[config.mk]
export PLATFORM = sky130hd
export DESIGN_NAME = fpu_issue_sched
export DESIGN_NICKNAME = d
export VERILOG_FILES = /design/src/rtl/fpu_sched_pkg.sv /design/src/rtl/fpu_tag_pipe.sv /design/src/rtl/fpu_issue_sched.sv
export SDC_FILE = /design/constraint.sdc
export NUM_CORES = 1
export LEC_CHECK = 0
export ABC_AREA = 1
export CAP_MARGIN = 40
export CORE_AREA = 3 3 108 110
export CTS_CLUSTER_DIAMETER = 120
export DETAILED_ROUTE_END_ITERATION = 10
export DIE_AREA = 0 0 111 113
export GPL_ROUTABILITY_DRIVEN = 0
export PLACE_DENSITY = 0.6
export SETUP_SLACK_MARGIN = 0.1
export SKIP_CTS_REPAIR_TIMING = 1
export SLEW_MARGIN = 20
export SYNTH_ARGS = -nofsm -noshare
export SYNTH_HDL_FRONTEND = slang
export SYNTH_SLANG_ARGS = --single-unit
export TNS_END_PERCENT = 1
[constraint.sdc]
create_clock -name clk_i -period 2.6 [get_ports clk_i]
set_clock_uncertainty 0.15 [all_clocks]
set_input_delay 0.52 -clock clk_i [delete_from_list [all_inputs] [get_ports clk_i]]
set_output_delay 0.52 -clock clk_i [all_outputs]
set_load 0.005 [all_outputs]
[src/rtl/fpu_sched_pkg.sv]
// Shared types and default constants for the FPU issue scheduler.
//
// Contents:
//   DEF_LATENCY / DEF_OP_W / DEF_DATA_W : default parameter values
//   REQ_ID_W     : storage width of a requester ID (up to 16 requesters)
//   req_id_t     : requester ID as carried through the tag pipe
//   tag_entry_t  : one ID-pipe entry {valid, id}
//   rr_index()   : candidate index for round-robin search
package fpu_sched_pkg;

    localparam int DEF_LATENCY = 4;
    localparam int DEF_OP_W    = 3;
    localparam int DEF_DATA_W  = 32;

    // IDs are stored at a fixed width so the entry struct does not depend
    // on N_REQ; the top only uses the low clog2(N_REQ) bits.
    localparam int REQ_ID_W = 4;

    typedef logic [REQ_ID_W-1:0] req_id_t;

    typedef struct packed {
        logic    valid;
        req_id_t id;
    } tag_entry_t;

    // k-th candidate when searching upward from the requester after 'last'.
    function automatic int rr_index(input int last, input int k, input int n);
        return (last + 1 + k) % n;
    endfunction

endpackage

[src/rtl/fpu_tag_pipe.sv]
// Enable-gated shift pipe carrying {valid, id} tags alongside the FPU pipeline.
//
// Parameters: WIDTH (entry width), STAGES (depth, >= 1)
// Ports:
//   clk_i  : clock
//   clear  : synchronous clear of every stage (wins over enable)
//   enable : advance all stages by one; when low all stages hold
//   din    : entry shifted into stage 0
//   dout   : last stage
module fpu_tag_pipe #(
    parameter int WIDTH  = 1,
    parameter int STAGES = 1
) (
    input  logic             clk_i,
    input  logic             clear,
    input  logic             enable,
    input  logic [WIDTH-1:0] din,
    output logic [WIDTH-1:0] dout
);

    logic [WIDTH-1:0] stage_q [STAGES];

    generate
        for (genvar gi = 0; gi < STAGES; gi++) begin : g_stage
            logic [WIDTH-1:0] stage_reg;
            logic [WIDTH-1:0] stage_next;

            if (gi == 0) begin : g_first
                assign stage_next = din;
            end else begin : g_rest
                assign stage_next = stage_q[gi-1];
            end

            always_ff @(posedge clk_i) begin
                if (clear) begin
                    stage_reg <= '0;
                end else if (enable) begin
                    stage_reg <= stage_next;
                end
            end

            assign stage_q[gi] = stage_reg;
        end
    endgenerate

    assign dout = stage_q[STAGES-1];

endmodule

[src/rtl/fpu_issue_sched.sv]
// Round-robin issue scheduler for a shared, fully pipelined FPU.
// Grants at most one requester per enabled cycle, tracks the owner of each
// operation in a tag pipe matching the FPU depth, and returns the FPU result
// tagged with its owner. A stalled response freezes FPU and tag pipe together.
//
// Optional feature: define FPU_SCHED_FLUSH_EN to add flush_i, which drops all
// in-flight operations (round-robin pointer kept).
//
// Ports:
//   clk_i, rst_i                    : clock, synchronous active-high reset
//   req_valid_i / req_ready_o       : per-requester handshake (ready one-hot or 0)
//   req_op_i / req_a_i / req_b_i    : per-requester opcode and operands
//   fpu_en_o                        : pipeline advance enable
//   fpu_valid_o, fpu_op_o, fpu_a_o, fpu_b_o : granted operation to the FPU
//   fpu_res_i                       : FPU last-stage result
//   rsp_valid_o, rsp_id_o, rsp_data_o, rsp_ready_i : response channel
//   inflight_o                      : accepted, not yet retired operations
//   flush_i (FPU_SCHED_FLUSH_EN)    : drop all in-flight operations
module fpu_issue_sched
    import fpu_sched_pkg::*;
#(
    parameter int N_REQ   = 2,
    parameter int LATENCY = DEF_LATENCY,
    parameter int OP_W    = DEF_OP_W,
    parameter int DATA_W  = DEF_DATA_W,
    localparam int ID_W   = $clog2(N_REQ),
    localparam int IF_W   = $clog2(LATENCY + 1)
) (
    input  logic                          clk_i,
    input  logic                          rst_i,
`ifdef FPU_SCHED_FLUSH_EN
    input  logic                          flush_i,
`endif
    input  logic [N_REQ-1:0]              req_valid_i,
    output logic [N_REQ-1:0]              req_ready_o,
    input  logic [N_REQ-1:0][OP_W-1:0]    req_op_i,
    input  logic [N_REQ-1:0][DATA_W-1:0]  req_a_i,
    input  logic [N_REQ-1:0][DATA_W-1:0]  req_b_i,
    output logic                          fpu_en_o,
    output logic                          fpu_valid_o,
    output logic [OP_W-1:0]               fpu_op_o,
    output logic [DATA_W-1:0]             fpu_a_o,
    output logic [DATA_W-1:0]             fpu_b_o,
    input  logic [DATA_W-1:0]             fpu_res_i,
    output logic                          rsp_valid_o,
    output logic [ID_W-1:0]               rsp_id_o,
    output logic [DATA_W-1:0]             rsp_data_o,
    input  logic                          rsp_ready_i,
    output logic [IF_W-1:0]               inflight_o
);

    logic [ID_W-1:0] rr_ptr_reg;     // last granted requester
    logic [ID_W-1:0] cand;
    logic [ID_W-1:0] grant_id;
    logic            grant_found;
    logic            grant_allow;
    logic            accept;
    logic            handshake;
    logic            pipe_clr;
    logic [IF_W-1:0] inflight_reg;
    tag_entry_t      tag_in;
    tag_entry_t      tag_out;
    logic            unused_id_bits;

    // Response side: a pending response that is not taken freezes everything.
    assign rsp_valid_o = tag_out.valid;
    assign rsp_id_o    = tag_out.id[ID_W-1:0];
    assign rsp_data_o  = fpu_res_i;
    assign fpu_en_o    = !rsp_valid_o || rsp_ready_i;
    assign handshake   = rsp_valid_o && rsp_ready_i;

`ifdef FPU_SCHED_FLUSH_EN
    assign pipe_clr    = rst_i || flush_i;
    assign grant_allow = fpu_en_o && !rst_i && !flush_i;
`else
    assign pipe_clr    = rst_i;
    assign grant_allow = fpu_en_o && !rst_i;
`endif

    // Round-robin search starting just above the last granted requester.
    always_comb begin
        grant_found = 1'b0;
        grant_id    = '0;
        cand        = '0;
        for (int k = 0; k < N_REQ; k++) begin
            cand = ID_W'(rr_index(int'(rr_ptr_reg), k, N_REQ));
            if (!grant_found && req_valid_i[cand]) begin
                grant_found = 1'b1;
                grant_id    = cand;
            end
        end
    end

    assign accept = grant_allow && grant_found;

    always_comb begin
        req_ready_o = '0;
        if (accept) begin
            req_ready_o[grant_id] = 1'b1;
        end
    end

    assign fpu_valid_o = accept;
    assign fpu_op_o    = req_op_i[grant_id];
    assign fpu_a_o     = req_a_i[grant_id];
    assign fpu_b_o     = req_b_i[grant_id];

    assign tag_in = '{valid: accept, id: req_id_t'(grant_id)};

    fpu_tag_pipe #(
        .WIDTH  ($bits(tag_entry_t)),
        .STAGES (LATENCY)
    ) u_tag_pipe (
        .clk_i  (clk_i),
        .clear  (pipe_clr),
        .enable (fpu_en_o),
        .din    (tag_in),
        .dout   (tag_out)
    );

    // Upper ID storage bits are always zero for this N_REQ.
    assign unused_id_bits = ^tag_out.id;

    // Reset points at the highest index so requester 0 wins next.
    always_ff @(posedge clk_i) begin
        if (rst_i) begin
            rr_ptr_reg <= ID_W'(N_REQ - 1);
        end else if (accept) begin
            rr_ptr_reg <= grant_id;
        end
    end

    always_ff @(posedge clk_i) begin
        if (pipe_clr) begin
            inflight_reg <= '0;
        end else if (accept && !handshake) begin
            inflight_reg <= inflight_reg + IF_W'(1);
        end else if (!accept && handshake) begin
            inflight_reg <= inflight_reg - IF_W'(1);
        end
    end

    assign inflight_o = inflight_reg;

endmodule

# Yosys cells after proc, flatten, opt, wreduce, memory -nomap -nowiden
# Index checks and enable logic that the tools add are counted.
classes:
  n_reduce_logical: 14
  magnitude_cmp: 4
  add_sub_neg: 4
  mux: 19
ops:
  columns: ["op", "count"]
  rows:
  - ["32-bit 2-to-1 mux", 4]
  - ["3-bit 2-to-1 mux", 4]
  - ["1-bit 2-to-1 mux", 9]
  - ["1-bit logical AND", 7]
  - ["1-bit by 2-bit < comparator with 1-bit output, second input constant", 3]
  - ["1-bit logical NOT", 5]
  - ["3-bit by 1-bit adder with 3-bit output, second input constant", 1]
  - ["3-bit by 1-bit subtractor with 3-bit output, second input constant", 1]
  - ["1-bit adder, second input constant", 2]
  - ["2-bit 2-to-1 mux", 1]
  - ["2-bit nonzero test", 1]
  - ["1-bit demux with 1-bit select", 1]
  - ["1-bit >= comparator, second input constant", 1]
  - ["1-bit logical OR", 1]
word_totals:
  out_inout_bits: 108
  ff_bits: 12

# Logic depth before layout (Yosys ltp)
logic_depth:
  ltp_word: 12
  mapped_depth: 15
  mapped_depth_nobuf: 15

# By module
# From an unflattened synthesis, not the netlist that was laid out.
unflattened:
  cells_unflattened: 414
  area_unflattened_um2: 2192.1
modules_own_cells:
  columns: ["module", "area_each_um2", "cells_per_inst", "instances"]
  rows:
  - ["fpu_issue_sched", 1357.6, 287, 1]
  - ["fpu_tag_pipe", 834.6, 127, 1]

# Worst setup path after synthesis
# No wires, ideal clock.
synth_timing:
  kind: "input to register"
  startpoint: "input port rsp_ready_i"
  endpoint: "register inflight_reg[1] (netlist: inflight_o[1])"
  stages: 11
  path_buffers: 0
  setup_time_ps: 116
  slack_ps: 450
  required_time_ps: 2334
  arrival_time_ps: 1885
  cell_sequence: "inv_1 -> nand2_1 -> nand2_1 -> inv_1 -> nand2_1 -> inv_1 -> ha_1 -> inv_1 -> fa_1 -> o21ai_0 -> nor2_1"
synth_between:
  elab_chain_len: 6
  word_cells_on_any_way: 10
  cone_classes: "1 x mux; 9 x reduce/logical"
synth_rtl:
  columns: ["item", "line_no", "rtl"]
  rows:
  - ["start, declared", "fpu_issue_sched.sv:48", "input logic rsp_ready_i,"]
  - ["1-bit logical OR *", "fpu_issue_sched.sv:69", "assign fpu_en_o = !rsp_valid_o || rsp_ready_i;"]
  - ["named net fpu_en_o", "fpu_issue_sched.sv:39", "output logic fpu_en_o,"]
  - ["1-bit logical AND *", "fpu_issue_sched.sv:77", "assign grant_allow = fpu_en_o && !rst_i;"]
  - ["1-bit logical AND *", "fpu_issue_sched.sv:94", "assign accept = grant_allow && grant_found;"]
  - ["named net fpu_valid_o", "fpu_issue_sched.sv:40", "output logic fpu_valid_o,"]
  - ["1-bit logical NOT", "fpu_issue_sched.sv:138", "end else if (!accept && handshake) begin"]
  - ["1-bit logical AND", "fpu_issue_sched.sv:138", null]
  - ["2-bit nonzero test (no line)", null, null]
  - ["end signal, assigned", "fpu_issue_sched.sv:137", "inflight_reg <= inflight_reg + IF_W'(1);"]
  - ["end signal, assigned", "fpu_issue_sched.sv:139", "inflight_reg <= inflight_reg - IF_W'(1);"]
  - ["end, declared", "fpu_issue_sched.sv:60", "logic [IF_W-1:0] inflight_reg;"]
# The timed path passes the listed nets; every way through them passes the cells marked *.
# A chain may end at the register's enable or synchronous reset.

# Worst setup path in the final report
layout_timing:
  startpoint: "input port rsp_ready_i"
  endpoint: "output port fpu_valid_o"
layout_between:
  elab_chain_len: 3
layout_rtl:
  columns: ["item", "line_no"]
  rows:
  - ["1-bit logical OR", "fpu_issue_sched.sv:69"]
  - ["1-bit logical AND", "fpu_issue_sched.sv:77"]
  - ["1-bit logical AND", "fpu_issue_sched.sv:94"]
  - ["end, declared", "fpu_issue_sched.sv:40"]
# Every way passes these cells.

==> impl_metrics.json <==
{
  "status": "completed",
  "tightestPinTransition_ns": 0.238,
  "count_of_routing_violations_after_the_opening_detailed_route_iteration": 119,
  "clock_tree.buffer_depth": 2,
  "tritoncts": "yes",
  "critical_path_buf_inv_count": 5,
  "synth_top_cells_by_area": "nand2_1, buf_4, dfxtp_1",
  "antenna_found_initial": 0,
  "pin_count_of_the_biggest_net_entering_global_routing": 39,
  "post-route-period-util_pct": 98.1,
  "place_ws_ns": -0.192,
  "dr.max_layer_used": "met4",
  "p_leak_nw": 2.38,
  "synth_largest_type_area_fraction_pct": 50.4,
  "met2WireLength_um": 4800,
  "post_synth_num_cell_types": 18,
  "sw_ratio_pct": 29.5,
  "synthesis.area_um2": 1590,
  "area_growth_from_synthesis_to_final_layout_pct": 163,
  "yosys.area.top_type": "nand2_1",
  "post-route-min-period_ns": 2.55,
  "clkPwrFrac_pct": 17.6,
  "dp_hpwl_um": 6500,
  "avgSynthCellArea_um2": 5.08,
  "timing.setup.critical_path_class": "in2out",
  "die_x_um": 111,
  "most_common_cell_after_layout_fill_and_taps_aside": "nand2_1",
  "firstDrtPassIters": 4,
  "clock_insertion_delay_worst_skew_ns": 0.23,
  "cp_slowest_cell": "clkdlybuf4s50_1",
  "p_int_w": 0.000799,
  "yosysWarningCount": 0,
  "design.die.area_um2": 12500,
  "mappedNetlistNets": 485,
  "vias_in_the_first_global_route": 2430,
  "max_stage_delay_ns": 0.51,
  "synth_sequential_area_ratio_pct": 15.2,
  "achievable-frequency_ghz": 0.392,
  "hold_viol": 0,
  "detail_route.vias_per_cell": 3.93,
  "unrepaired_setup_endpoints_after_global_routing": "true",
  "grt_usage_pct": 11.2,
  "wl_met3_um": 647,
  "final_critical_path_setup_slack_ns": 0.0495,
  "wl_per_cell_um": 14.5,
  "postRouteWirelength_um": 9360,
  "power.density_cell_area_nw_per_um2": 272,
  "drt_drc_violations_left": 0,
  "post_synth_inst_count": 312,
  "kind_of_start_point_of_the_critical_path": "primary input",
  "timing.final.setup_violations": 0,
  "power.share.sequential_pct": 18.3,
  "critical_path.endpoint_type": "output port",
  "effective_utilization_at_floorplan_pct": 14.7,
  "die_height_um": 113,
  "via_count": 2545,
  "ctsHtreeMaxLevel": 1,
  "cts_made_buffers": 3,
  "global_route_congestion_overflow_total": 0,
  "pin_count": 279,
  "arrival_ns": 1.88,
  "worst_hold_path_type": "reg2reg",
  "global_route_wire_length_before_repair_um": 12000,
  "ant_nets": 0,
  "fin_worst_hold_slack_ns": 0.314,
  "clockRootBuffer": "clkbuf_8",
  "p_sw_w": 0.000334,
  "core-area_um2": 10800,
  "ir_worst_vdd_v": 0.000283,
  "slew-limit-headroom_pct": 84.1,
  "crit_family": "buffers and inverters",
  "num_antenna_cells": 0,
  "clkSlewWorstSetupHoldPaths_ns": 0.05,
  "mostFrequentLayoutCells": "nand2_1, clkdlybuf4s50_1, dlymetal6s2s_1",
  "tritoncts_num_sinks": 12,
  "maxSlewViolCount": 0,
  "critical_path.max_fanout": 4,
  "met1_length_um": 3850,
  "largest_reg_flops": 6,
  "row_count": 38,
  "post_route_cells_drive_above_1_share_pct": 7.50,
  "critical_path_required_ns": 1.93,
  "max_cap_viol_count": 0,
  "crit_path_cell_trace": "clkdlybuf4s50_1, inv_1, nand2_1, nand2_1, inv_1, nand2_2, inv_2, clkdlybuf4s50_1",
  "combinationalPowerShare_pct": 64.1,
  "number_of_synthesized_register_bits": 12,
  "finish.net_count": 681,
  "io_buffers": 214
}
[metrics by stage]
stage               std cells  TNS (ns)  cell area, um2  total power [W]  utilization, %
floorplan                 312         0            1590         0.000443               -
global placement          631    -10.06            3700         0.000873            34.3
detailed placement        631    -11.33            3700         0.000880            34.3
CTS                       635    -11.59            3760          0.00108            34.8
global route              647   -0.0620            4170          0.00122            38.6
finish                    647         0            4170          0.00113            38.6
[kinds of logic after synthesis]
| logic type | after synthesis | share of synthesized area [%] |
|---|---|---|
| AO/OA/AOI/OAI | 9 | 3.24 |
| XOR/XNOR | 1 | 0.553 |
| adder cells (fa/ha/maj) | 2 | 2.05 |
| buffers and inverters | 63 | 25.1 |
| flip-flops | 12 | 15.2 |
| AND/OR/NAND/NOR | 225 | 53.9 |
[per-layer routing]
layer / vias to the layer above / global-route usage, %
met5: - / 0
met4: 0 / 1.64
met3: 10 / 2.99
met2: 114 / 21.0
met1: 1131 / 12.9
li1: 1290 / -
[power groups by stage]
| stage | Sequential [W] | Combinational [W] | Clock, W |
|---|---|---|---|
| floorplan | 0.000210 | 0.000233 | 0 |
| global placement | 0.000210 | 0.000662 | 0 |
| detailed placement | 0.000211 | 0.000669 | 0 |
| CTS | 0.000207 | 0.000673 | 0.000203 |
| global route | 0.000210 | 0.000794 | 0.000212 |
| finish | 0.000208 | 0.000726 | 0.000200 |
[worst reg2reg max path, stage by stage, from the launching register on]
cell     delay [ns]
dfxtp_1        0.35
nand2_1        0.08
nand2_1        0.08
inv_1          0.05
nand2_2        0.09
inv_2          0.05
ha_1           0.21
inv_1          0.10
fa_2           0.44
o21ai_1        0.12
nor2_1         0.05
[synth_stat cells]
master	count
buf_6	3
nand2_2	1
o22ai_1	5
inv_2	1
nand4_1	1
dfxtp_1	12
o21ai_0	3
inv_1	16
ha_1	1
fa_1	1
or2_2	1
nand3_1	2
nand2_1	213
buf_2	9
a21oi_1	1
xor2_1	1
buf_4	34
nor2_1	7
[final timing paths]
path / from / depth (start not counted) / end / slack [ns]
max reg2reg: u_tag_pipe.dout[4] / 10 / inflight_o[1] / 0.75
min: u_tag_pipe.g_stage[2].stage_reg[4] / 2 / u_tag_pipe.dout[4] / 0.31
min reg2reg: u_tag_pipe.g_stage[2].stage_reg[4] / 2 / u_tag_pipe.dout[4] / 0.31
max: rsp_ready_i / 8 / fpu_valid_o / 0.05
[layout make-up]
type,instances,area [um2]
Tap cell,140,175
Multi-Input combinational cell,238,1000
Sequential cell,12,240
Timing Repair inverter,1,16.3
Clock buffer,4,55.1
Inverter,17,76.3
Timing Repair Buffer,235,2600
Fill cell,1141,6630
Power figures use the tool's default switching activity.
